[config.mk]
export PLATFORM = sky130hd
export DESIGN_NAME = commit_lockstep_ctrl_flat
export DESIGN_NICKNAME = d
export VERILOG_FILES = /design/src/rtl/commit_lockstep_if.sv /design/src/rtl/commit_lockstep_ctrl.sv /design/src/flat_wrapper.sv
export SDC_FILE = /design/constraint.sdc
export NUM_CORES = 2
export LEC_CHECK = 0
export BUFFER_PORTS_ARGS = -buffer_cell sky130_fd_sc_hd__buf_2
export CORE_AREA = 2 2 717 719
export DETAILED_ROUTE_END_ITERATION = 8
export DIE_AREA = 0 0 719 721
export PLACE_DENSITY = 0.63
export SYNTH_ARGS = -nofsm -noshare
export SYNTH_HDL_FRONTEND = slang
export SYNTH_MEMORY_MAX_BITS = 65536
export SYNTH_SLANG_ARGS = --single-unit
[constraint.sdc]
create_clock -name clk -period 39 [get_ports clk]
set_input_delay 3.9 -clock clk [delete_from_list [all_inputs] [get_ports clk]]
set_output_delay 3.9 -clock clk [all_outputs]
set_load 0.05 [all_outputs]
[src/rtl/commit_lockstep_if.sv]
// Commit-channel bundle between the two commit sources and the lockstep controller.
// master drives commits and control; slave is the controller.
interface commit_lockstep_if #(
  parameter int CNT_W = 32
);
  logic             enable;
  logic             clear;
  logic             dut_valid;
  logic [296:0]     dut_pkt;
  logic             ref_valid;
  logic [296:0]     ref_pkt;
  logic             cmp_valid;
  logic             cmp_match;
  logic [8:0]       mismatch_mask;
  logic [63:0]      mismatch_pc;
  logic             err_mismatch;
  logic             err_overflow;
  logic             err_timeout;
  logic             halted;
  logic [CNT_W-1:0] match_count;

  modport master (
    output enable, clear, dut_valid, dut_pkt, ref_valid, ref_pkt,
    input  cmp_valid, cmp_match, mismatch_mask, mismatch_pc,
           err_mismatch, err_overflow, err_timeout, halted, match_count
  );

  modport slave (
    input  enable, clear, dut_valid, dut_pkt, ref_valid, ref_pkt,
    output cmp_valid, cmp_match, mismatch_mask, mismatch_pc,
           err_mismatch, err_overflow, err_timeout, halted, match_count
  );
endinterface

[src/rtl/commit_lockstep_ctrl.sv]
// Lockstep commit comparator: buffers DUT and reference commits per side, pops matched
// pairs, compares them field by field and halts on divergence, overflow or lag timeout.
//
// state  | meaning
// S_IDLE | enable low; commits dropped, FIFO contents and timer held
// S_RUN  | commits accepted, pairs popped and compared
// S_HALT | error seen; frozen until clear
module commit_lockstep_ctrl #(
  parameter int DEPTH   = 8,
  parameter int TIMEOUT = 1024,
  parameter int CNT_W   = 32
) (
  input logic clk,
  input logic rst_n,
  commit_lockstep_if.slave cif
);

  localparam int PKT_W = 297;
  localparam int PTR_W = $clog2(DEPTH);
  localparam int TMR_W = $clog2(TIMEOUT + 1);
  localparam logic [PTR_W:0] PTR_ONE = 1;
  localparam logic [TMR_W-1:0] TMR_LAST = TMR_W'(TIMEOUT - 1);
  localparam logic [TMR_W-1:0] TMR_ONE = 1;
  localparam logic [CNT_W-1:0] CNT_ONE = 1;

  typedef enum logic [1:0] {S_IDLE, S_RUN, S_HALT} state_t;

  typedef struct packed {
    logic [1:0]  priv;
    logic        trap;
    logic [63:0] mem_wdata;
    logic [63:0] mem_addr;
    logic        mem_we;
    logic [63:0] rd_data;
    logic [4:0]  rd_addr;
    logic [31:0] instr;
    logic [63:0] pc;
  } commit_pkt_t;

  state_t state, state_nxt;

  logic [PKT_W-1:0] dut_mem [DEPTH];
  logic [PKT_W-1:0] ref_mem [DEPTH];
  logic [PTR_W:0]   dut_wp, dut_rp, ref_wp, ref_rp;
  logic [TMR_W-1:0] timer;

  logic             cmp_valid_q, cmp_match_q;
  logic [8:0]       mask_q;
  logic [63:0]      mis_pc_q;
  logic             err_mis_q, err_ovf_q, err_tmo_q;
  logic [CNT_W-1:0] match_cnt_q;

  logic dut_empty, ref_empty, dut_full, ref_full;
  logic run_act, pop, lag, tmo, mis_err, err_any;
  logic dut_push, ref_push, dut_ovf, ref_ovf;
  logic [8:0] miss;
  commit_pkt_t dh, rh;

  assign dut_empty = (dut_wp == dut_rp);
  assign ref_empty = (ref_wp == ref_rp);
  assign dut_full  = (dut_wp[PTR_W] != dut_rp[PTR_W]) &&
                     (dut_wp[PTR_W-1:0] == dut_rp[PTR_W-1:0]);
  assign ref_full  = (ref_wp[PTR_W] != ref_rp[PTR_W]) &&
                     (ref_wp[PTR_W-1:0] == ref_rp[PTR_W-1:0]);

  // clear wins over everything else in the same cycle
  assign run_act = (state == S_RUN) && cif.enable && !cif.clear;
  assign pop     = run_act && !dut_empty && !ref_empty;
  assign dut_ovf = run_act && cif.dut_valid && dut_full && !pop;
  assign ref_ovf = run_act && cif.ref_valid && ref_full && !pop;
  assign dut_push = run_act && cif.dut_valid && !dut_ovf;
  assign ref_push = run_act && cif.ref_valid && !ref_ovf;
  assign lag     = run_act && (dut_empty != ref_empty);
  assign tmo     = lag && (timer == TMR_LAST);

  assign dh = commit_pkt_t'(dut_mem[dut_rp[PTR_W-1:0]]);
  assign rh = commit_pkt_t'(ref_mem[ref_rp[PTR_W-1:0]]);

  always_comb begin
    miss    = '0;
    miss[0] = (dh.pc != rh.pc);
    miss[1] = (dh.instr != rh.instr);
    miss[2] = (dh.rd_addr != rh.rd_addr);
    miss[3] = (dh.rd_addr != 5'd0) && (dh.rd_data != rh.rd_data);
    miss[4] = (dh.mem_we != rh.mem_we);
    // memory payload only meaningful when both sides report a store
    miss[5] = dh.mem_we && rh.mem_we && (dh.mem_addr != rh.mem_addr);
    miss[6] = dh.mem_we && rh.mem_we && (dh.mem_wdata != rh.mem_wdata);
    miss[7] = (dh.trap != rh.trap);
    miss[8] = (dh.priv != rh.priv);
  end

  assign mis_err = pop && (miss != 9'd0);
  assign err_any = mis_err || dut_ovf || ref_ovf || tmo;

  always_ff @(posedge clk or negedge rst_n) begin
    if (!rst_n) state <= S_IDLE;
    else        state <= state_nxt;
  end

  always_comb begin
    state_nxt = state;
    if (cif.clear) begin
      state_nxt = cif.enable ? S_RUN : S_IDLE;
    end else begin
      unique case (state)
        S_IDLE:  if (cif.enable) state_nxt = S_RUN;
        S_RUN:   if (err_any) state_nxt = S_HALT;
                 else if (!cif.enable) state_nxt = S_IDLE;
        S_HALT:  state_nxt = S_HALT;
        default: state_nxt = S_IDLE;
      endcase
    end
  end

  always_ff @(posedge clk) begin
    if (dut_push) dut_mem[dut_wp[PTR_W-1:0]] <= cif.dut_pkt;
    if (ref_push) ref_mem[ref_wp[PTR_W-1:0]] <= cif.ref_pkt;
  end

  always_ff @(posedge clk or negedge rst_n) begin
    if (!rst_n) begin
      dut_wp <= '0; dut_rp <= '0; ref_wp <= '0; ref_rp <= '0;
      timer <= '0;
      cmp_valid_q <= 1'b0; cmp_match_q <= 1'b0; mask_q <= '0; mis_pc_q <= '0;
      err_mis_q <= 1'b0; err_ovf_q <= 1'b0; err_tmo_q <= 1'b0;
      match_cnt_q <= '0;
    end else if (cif.clear) begin
      dut_wp <= '0; dut_rp <= '0; ref_wp <= '0; ref_rp <= '0;
      timer <= '0;
      cmp_valid_q <= 1'b0; cmp_match_q <= 1'b0; mask_q <= '0; mis_pc_q <= '0;
      err_mis_q <= 1'b0; err_ovf_q <= 1'b0; err_tmo_q <= 1'b0;
      match_cnt_q <= '0;
    end else begin
      cmp_valid_q <= pop;
      if (pop) begin
        dut_rp      <= dut_rp + PTR_ONE;
        ref_rp      <= ref_rp + PTR_ONE;
        cmp_match_q <= (miss == 9'd0);
        mask_q      <= miss;
        if ((miss == 9'd0) && (match_cnt_q != '1)) match_cnt_q <= match_cnt_q + CNT_ONE;
      end
      if (mis_err && !err_mis_q) begin
        err_mis_q <= 1'b1;
        mis_pc_q  <= dh.pc;
      end
      if (dut_push) dut_wp <= dut_wp + PTR_ONE;
      if (ref_push) ref_wp <= ref_wp + PTR_ONE;
      if (dut_ovf || ref_ovf) err_ovf_q <= 1'b1;
      if (tmo) err_tmo_q <= 1'b1;
      if (run_act) timer <= lag ? timer + TMR_ONE : '0;
    end
  end

  assign cif.cmp_valid     = cmp_valid_q;
  assign cif.cmp_match     = cmp_match_q;
  assign cif.mismatch_mask = mask_q;
  assign cif.mismatch_pc   = mis_pc_q;
  assign cif.err_mismatch  = err_mis_q;
  assign cif.err_overflow  = err_ovf_q;
  assign cif.err_timeout   = err_tmo_q;
  assign cif.halted        = (state == S_HALT);
  assign cif.match_count   = match_cnt_q;

endmodule

[src/flat_wrapper.sv]
// flat-port wrapper written by rule: the top's interface ports become plain ports
module commit_lockstep_ctrl_flat 
#(
  parameter int DEPTH   = 8,
  parameter int TIMEOUT = 1024,
  parameter int CNT_W   = 32
)
  (clk, rst_n, cif_enable, cif_clear, cif_dut_valid, cif_dut_pkt, cif_ref_valid, cif_ref_pkt, cif_cmp_valid, cif_cmp_match, cif_mismatch_mask, cif_mismatch_pc, cif_err_mismatch, cif_err_overflow, cif_err_timeout, cif_halted, cif_match_count);
  commit_lockstep_if #(.CNT_W(CNT_W)) cif_i ();
  input logic clk;
  input logic rst_n;
  input wire logic [$bits(cif_i.enable)-1:0] cif_enable;
  input wire logic [$bits(cif_i.clear)-1:0] cif_clear;
  input wire logic [$bits(cif_i.dut_valid)-1:0] cif_dut_valid;
  input wire logic [$bits(cif_i.dut_pkt)-1:0] cif_dut_pkt;
  input wire logic [$bits(cif_i.ref_valid)-1:0] cif_ref_valid;
  input wire logic [$bits(cif_i.ref_pkt)-1:0] cif_ref_pkt;
  output wire logic [$bits(cif_i.cmp_valid)-1:0] cif_cmp_valid;
  output wire logic [$bits(cif_i.cmp_match)-1:0] cif_cmp_match;
  output wire logic [$bits(cif_i.mismatch_mask)-1:0] cif_mismatch_mask;
  output wire logic [$bits(cif_i.mismatch_pc)-1:0] cif_mismatch_pc;
  output wire logic [$bits(cif_i.err_mismatch)-1:0] cif_err_mismatch;
  output wire logic [$bits(cif_i.err_overflow)-1:0] cif_err_overflow;
  output wire logic [$bits(cif_i.err_timeout)-1:0] cif_err_timeout;
  output wire logic [$bits(cif_i.halted)-1:0] cif_halted;
  output wire logic [$bits(cif_i.match_count)-1:0] cif_match_count;
  assign cif_i.enable = cif_enable;
  assign cif_i.clear = cif_clear;
  assign cif_i.dut_valid = cif_dut_valid;
  assign cif_i.dut_pkt = cif_dut_pkt;
  assign cif_i.ref_valid = cif_ref_valid;
  assign cif_i.ref_pkt = cif_ref_pkt;
  assign cif_cmp_valid = cif_i.cmp_valid;
  assign cif_cmp_match = cif_i.cmp_match;
  assign cif_mismatch_mask = cif_i.mismatch_mask;
  assign cif_mismatch_pc = cif_i.mismatch_pc;
  assign cif_err_mismatch = cif_i.err_mismatch;
  assign cif_err_overflow = cif_i.err_overflow;
  assign cif_err_timeout = cif_i.err_timeout;
  assign cif_halted = cif_i.halted;
  assign cif_match_count = cif_i.match_count;
  commit_lockstep_ctrl #(.DEPTH(DEPTH), .TIMEOUT(TIMEOUT), .CNT_W(CNT_W)) u_core (.clk(clk), .rst_n(rst_n), .cif(cif_i));
endmodule
==> flow_summary.yaml <==
timing:
  tightestPinTransition_ns: 1.28
  timing.final.ws_setup_ns: 29.34
  fin_crit_sh_pct: 24.8
  timing.slew.headroom_pct: 14.7
  hold_violations: 0
  rsz0062_at_grt: "no"
  max_freq_mhz: 104
  fin_tns_setup_ns: 0
  setup_viol: 0
  drv_slew: 0
  skew_ns: 0.104
  fin_crit_ns: 9.66
synthesis:
  synth_nets: 9108
  synthesis.area_mm2: 0.189
  ys.flop_type: "edfxtp_1"
  ys_types: 69
  synth-edff-count: 4752
  asyncSetResetFlopFracSynth_pct: 2.84
  yosysSeqAreaShare_pct: 77.5
  synth_seq_cells: 4891
  yosysWarnings: 0
  syn_avg_cell_area_um2: 22.2
  synthCells: 8501
clocking:
  tritoncts: "built"
  ctsHtreeMaxLevel: 6
  cts_buffers: 521
  clk_pin_slew_worst_paths_ns: 0.06
  clk_latency_ns: 1.09
  cts_setup_buffers: 0
  postCtsResizedCells: 0
  cts-root-buf: "clkbuf_16"
  ctsHoldBuffers: 0
  clockBufferDepth: 4
  clock-sinks: 4891
detailed_routing:
  drt_iter0_markers: 9606
  drc: 0
  drtPass1Iterations: 6
  vias_per_cell: 5.40
  routed_wl_um: 520000
  post_drt_wl_per_cell_um: 30.9
  dr_total_vias: 91086
  drtAntennaViolNets: 0
global_routing:
  track_usage_pct: 19.5
  grt_pass1_wl_um: 716000
  grt_overflow_total: 0
  antenna_found_initial: 389
  grt_max_degree: 112
  grt_pass1_vias: 91272
worst_setup_path:
  endpoint_kind: "flip-flop"
  start_kind: "flip-flop"
  cp.required_ns: 39.93
  crit_fanout: 59
  critPathSlowestCell: "o41ai_4"
  max_stage_delay_ns: 0.96
  critPathMostFrequentCell: "buf_4"
  critPathBufInv: 5
  worst_ep_arrival_time_ns: 10.59
  critPathTopFamily: "buffers and inverters"
  cp_cell_sequence: "buf_4, buf_4, buf_4, buf_4, mux4_2, mux2i_1, xnor2_1, o2111ai_1, nor4_1, nand4_1, o41ai_4, o211a_2, or3_4, buf_4, mux2_2"
  worstSetupPathType: "reg2reg"
power:
  total_power_mw: 10.8
  power_leakage_nw: 70.4
  p_per_area_mw_per_mm2: 49.8
  ir_drop_uv: 53.3
placement:
  port_buffers: 710
  dp_slack_ns: 29.05
  placed_area_mm2: 0.200
  dp_hpwl_um: 321000
  gp_congestion: 0.785
flow_run:
  drv_cap: 0
status:
  status: "finished, final reports clean"
cells_and_area:
  seqCellArea_mm2: 0.146
  layout-drive-gt1-share_pct: 27.4
  multi_input_area_mm2: 0.0399
  fin_nets: 10122
  design_area_mm2: 0.217
  syn2layout_area_growth_pct: 15.3
  nFillCells: 43432
  final_core_util_pct: 42.5
die:
  fp.dieH_um: 721
  num_rows: 263
  ios: 711
  start_util_pct: 36.9
  die-area_mm2: 0.518
  core_area_mm2: 0.511
  die_w_um: 719
hold_path:
  hp-class: "reg2reg"
path summary, 6_finish.rpt:
kind,cells past startpoint,from,endpoint,slack [ns]
setup / recovery,15,u_core.dut_rp[1],u_core.cif.mismatch_pc[55],29.34
hold / removal,1,u_core.cif.err_timeout,u_core.cif.err_timeout,0.49
setup reg to reg,15,u_core.dut_rp[1],u_core.cif.mismatch_pc[55],29.34
hold reg to reg,1,u_core.cif.err_timeout,u_core.cif.err_timeout,0.49
max in group asynchronous,2,rst_n,u_core.ref_rp[0],34.42
min in group asynchronous,1,rst_n,u_core.cif.mismatch_pc[4],3.01
cell usage in the layout, fill, tap and decap left out, types with 14 or more instances in the layout:
master and instances:
a21oi_1 60, a22o_1 22, clkbuf_1 104, nand2_1 252, dfrtp_1 133, or3_1 14, nor4_1 38, clkinv_1 95
nor2_1 106, edfxtp_1 4752, nand4_1 51, buf_12 27, buf_4 161, diode_2 171, xor2_1 60, clkinv_16 17
clkinv_2 80, mux2i_1 864, buf_2 708, o21ai_0 58, nand3_1 41, clkinv_8 15, xnor2_1 181, or4_1 22
and3_1 55, nor2b_1 25, mux4_2 1001, clkinvlp_4 18, a22oi_1 146, clkbuf_16 532, a221oi_1 15, mux2_2 27
bufinv_16 35
cells by family after synthesis:
kind of cell | after synthesis | share of synthesized area, %
XOR/XNOR | 242 | 1.12
adder cells (fa/ha/maj) | 7 | 0.0465
buffers and inverters | 421 | 1.39
flip-flops | 4891 | 77.5
AND/OR/NAND/NOR | 677 | 1.79
AO/OA/AOI/OAI | 362 | 1.34
multiplexers | 1901 | 16.8
sequential cells by signal (all words and copies together), names as in the netlist, 2 cells and up:
name	count
u_core.cif.match_count	32
u_core.cif.mismatch_mask	9
u_core.cif.mismatch_pc	64
u_core.dut_mem	2376
u_core.dut_rp	4
u_core.dut_wp	4
u_core.ref_mem	2376
u_core.ref_rp	4
u_core.ref_wp	4
u_core.state	2
u_core.timer	11
Yosys cell counts (42+ instances only):
| cell | number | share of area (%) |
|---|---|---|
| edfxtp_1 | 4752 | 76 |
| mux4_2 | 1001 | 12 |
| mux2i_1 | 864 | 4.6 |
| nand2_1 | 252 | 0.50 |
| xnor2_1 | 182 | 0.85 |
| a22oi_1 | 146 | 0.58 |
| buf_2 | 141 | 0.37 |
| dfrtp_1 | 139 | 1.8 |
| nor2_1 | 112 | 0.22 |
| buf_4 | 85 | 0.34 |
| clkbuf_1 | 75 | 0.15 |
| buf_6 | 69 | 0.41 |
| a21oi_1 | 60 | 0.16 |
| xor2_1 | 60 | 0.28 |
| o21ai_0 | 58 | 0.15 |
| and3_1 | 55 | 0.18 |
| nand4_1 | 51 | 0.17 |
| nor4_1 | 42 | 0.14 |
stage by stage:
step,std cells,hold slack (ns)
2_1_floorplan,8501,0.456
3_3_place_gp,15749,0.476
3_5_place_dp,15749,0.483
4_1_cts,16682,0.496
5_1_grt,16765,0.506
6_report,16853,0.487
power by group:
part / switching, mW / internal (mW) / total, mW
combinational: 0.121 / 0.0541 / 0.175
sequential: 0.00467 / 5.78 / 5.79
clock: 2.07 / 2.79 / 4.85
layout make-up:
class,instances,area share [%]
Sequential cell,4891,67.3
Inverter,15,0.0380
Antenna cell,171,0.197
Clock inverter,286,1.40
Multi-Input combinational cell,3189,18.4
Tap cell,6757,3.89
Clock buffer,647,6.38
Timing Repair Buffer,897,2.44
layer usage:
metal / wire length [µm] / share of wire (%) / track usage, % / vias up
met5: 1020 / 0.20 / 0 / -
met1: 197000 / 38 / 24.6 / 48273
li1: - / - / - / 37779
met3: 47500 / 9.1 / 5.35 / 1109
met2: 259000 / 50 / 33.2 / 3763
met4: 15700 / 3.0 / 5.32 / 162
Note: power is estimated with default switching activity, not from simulation.
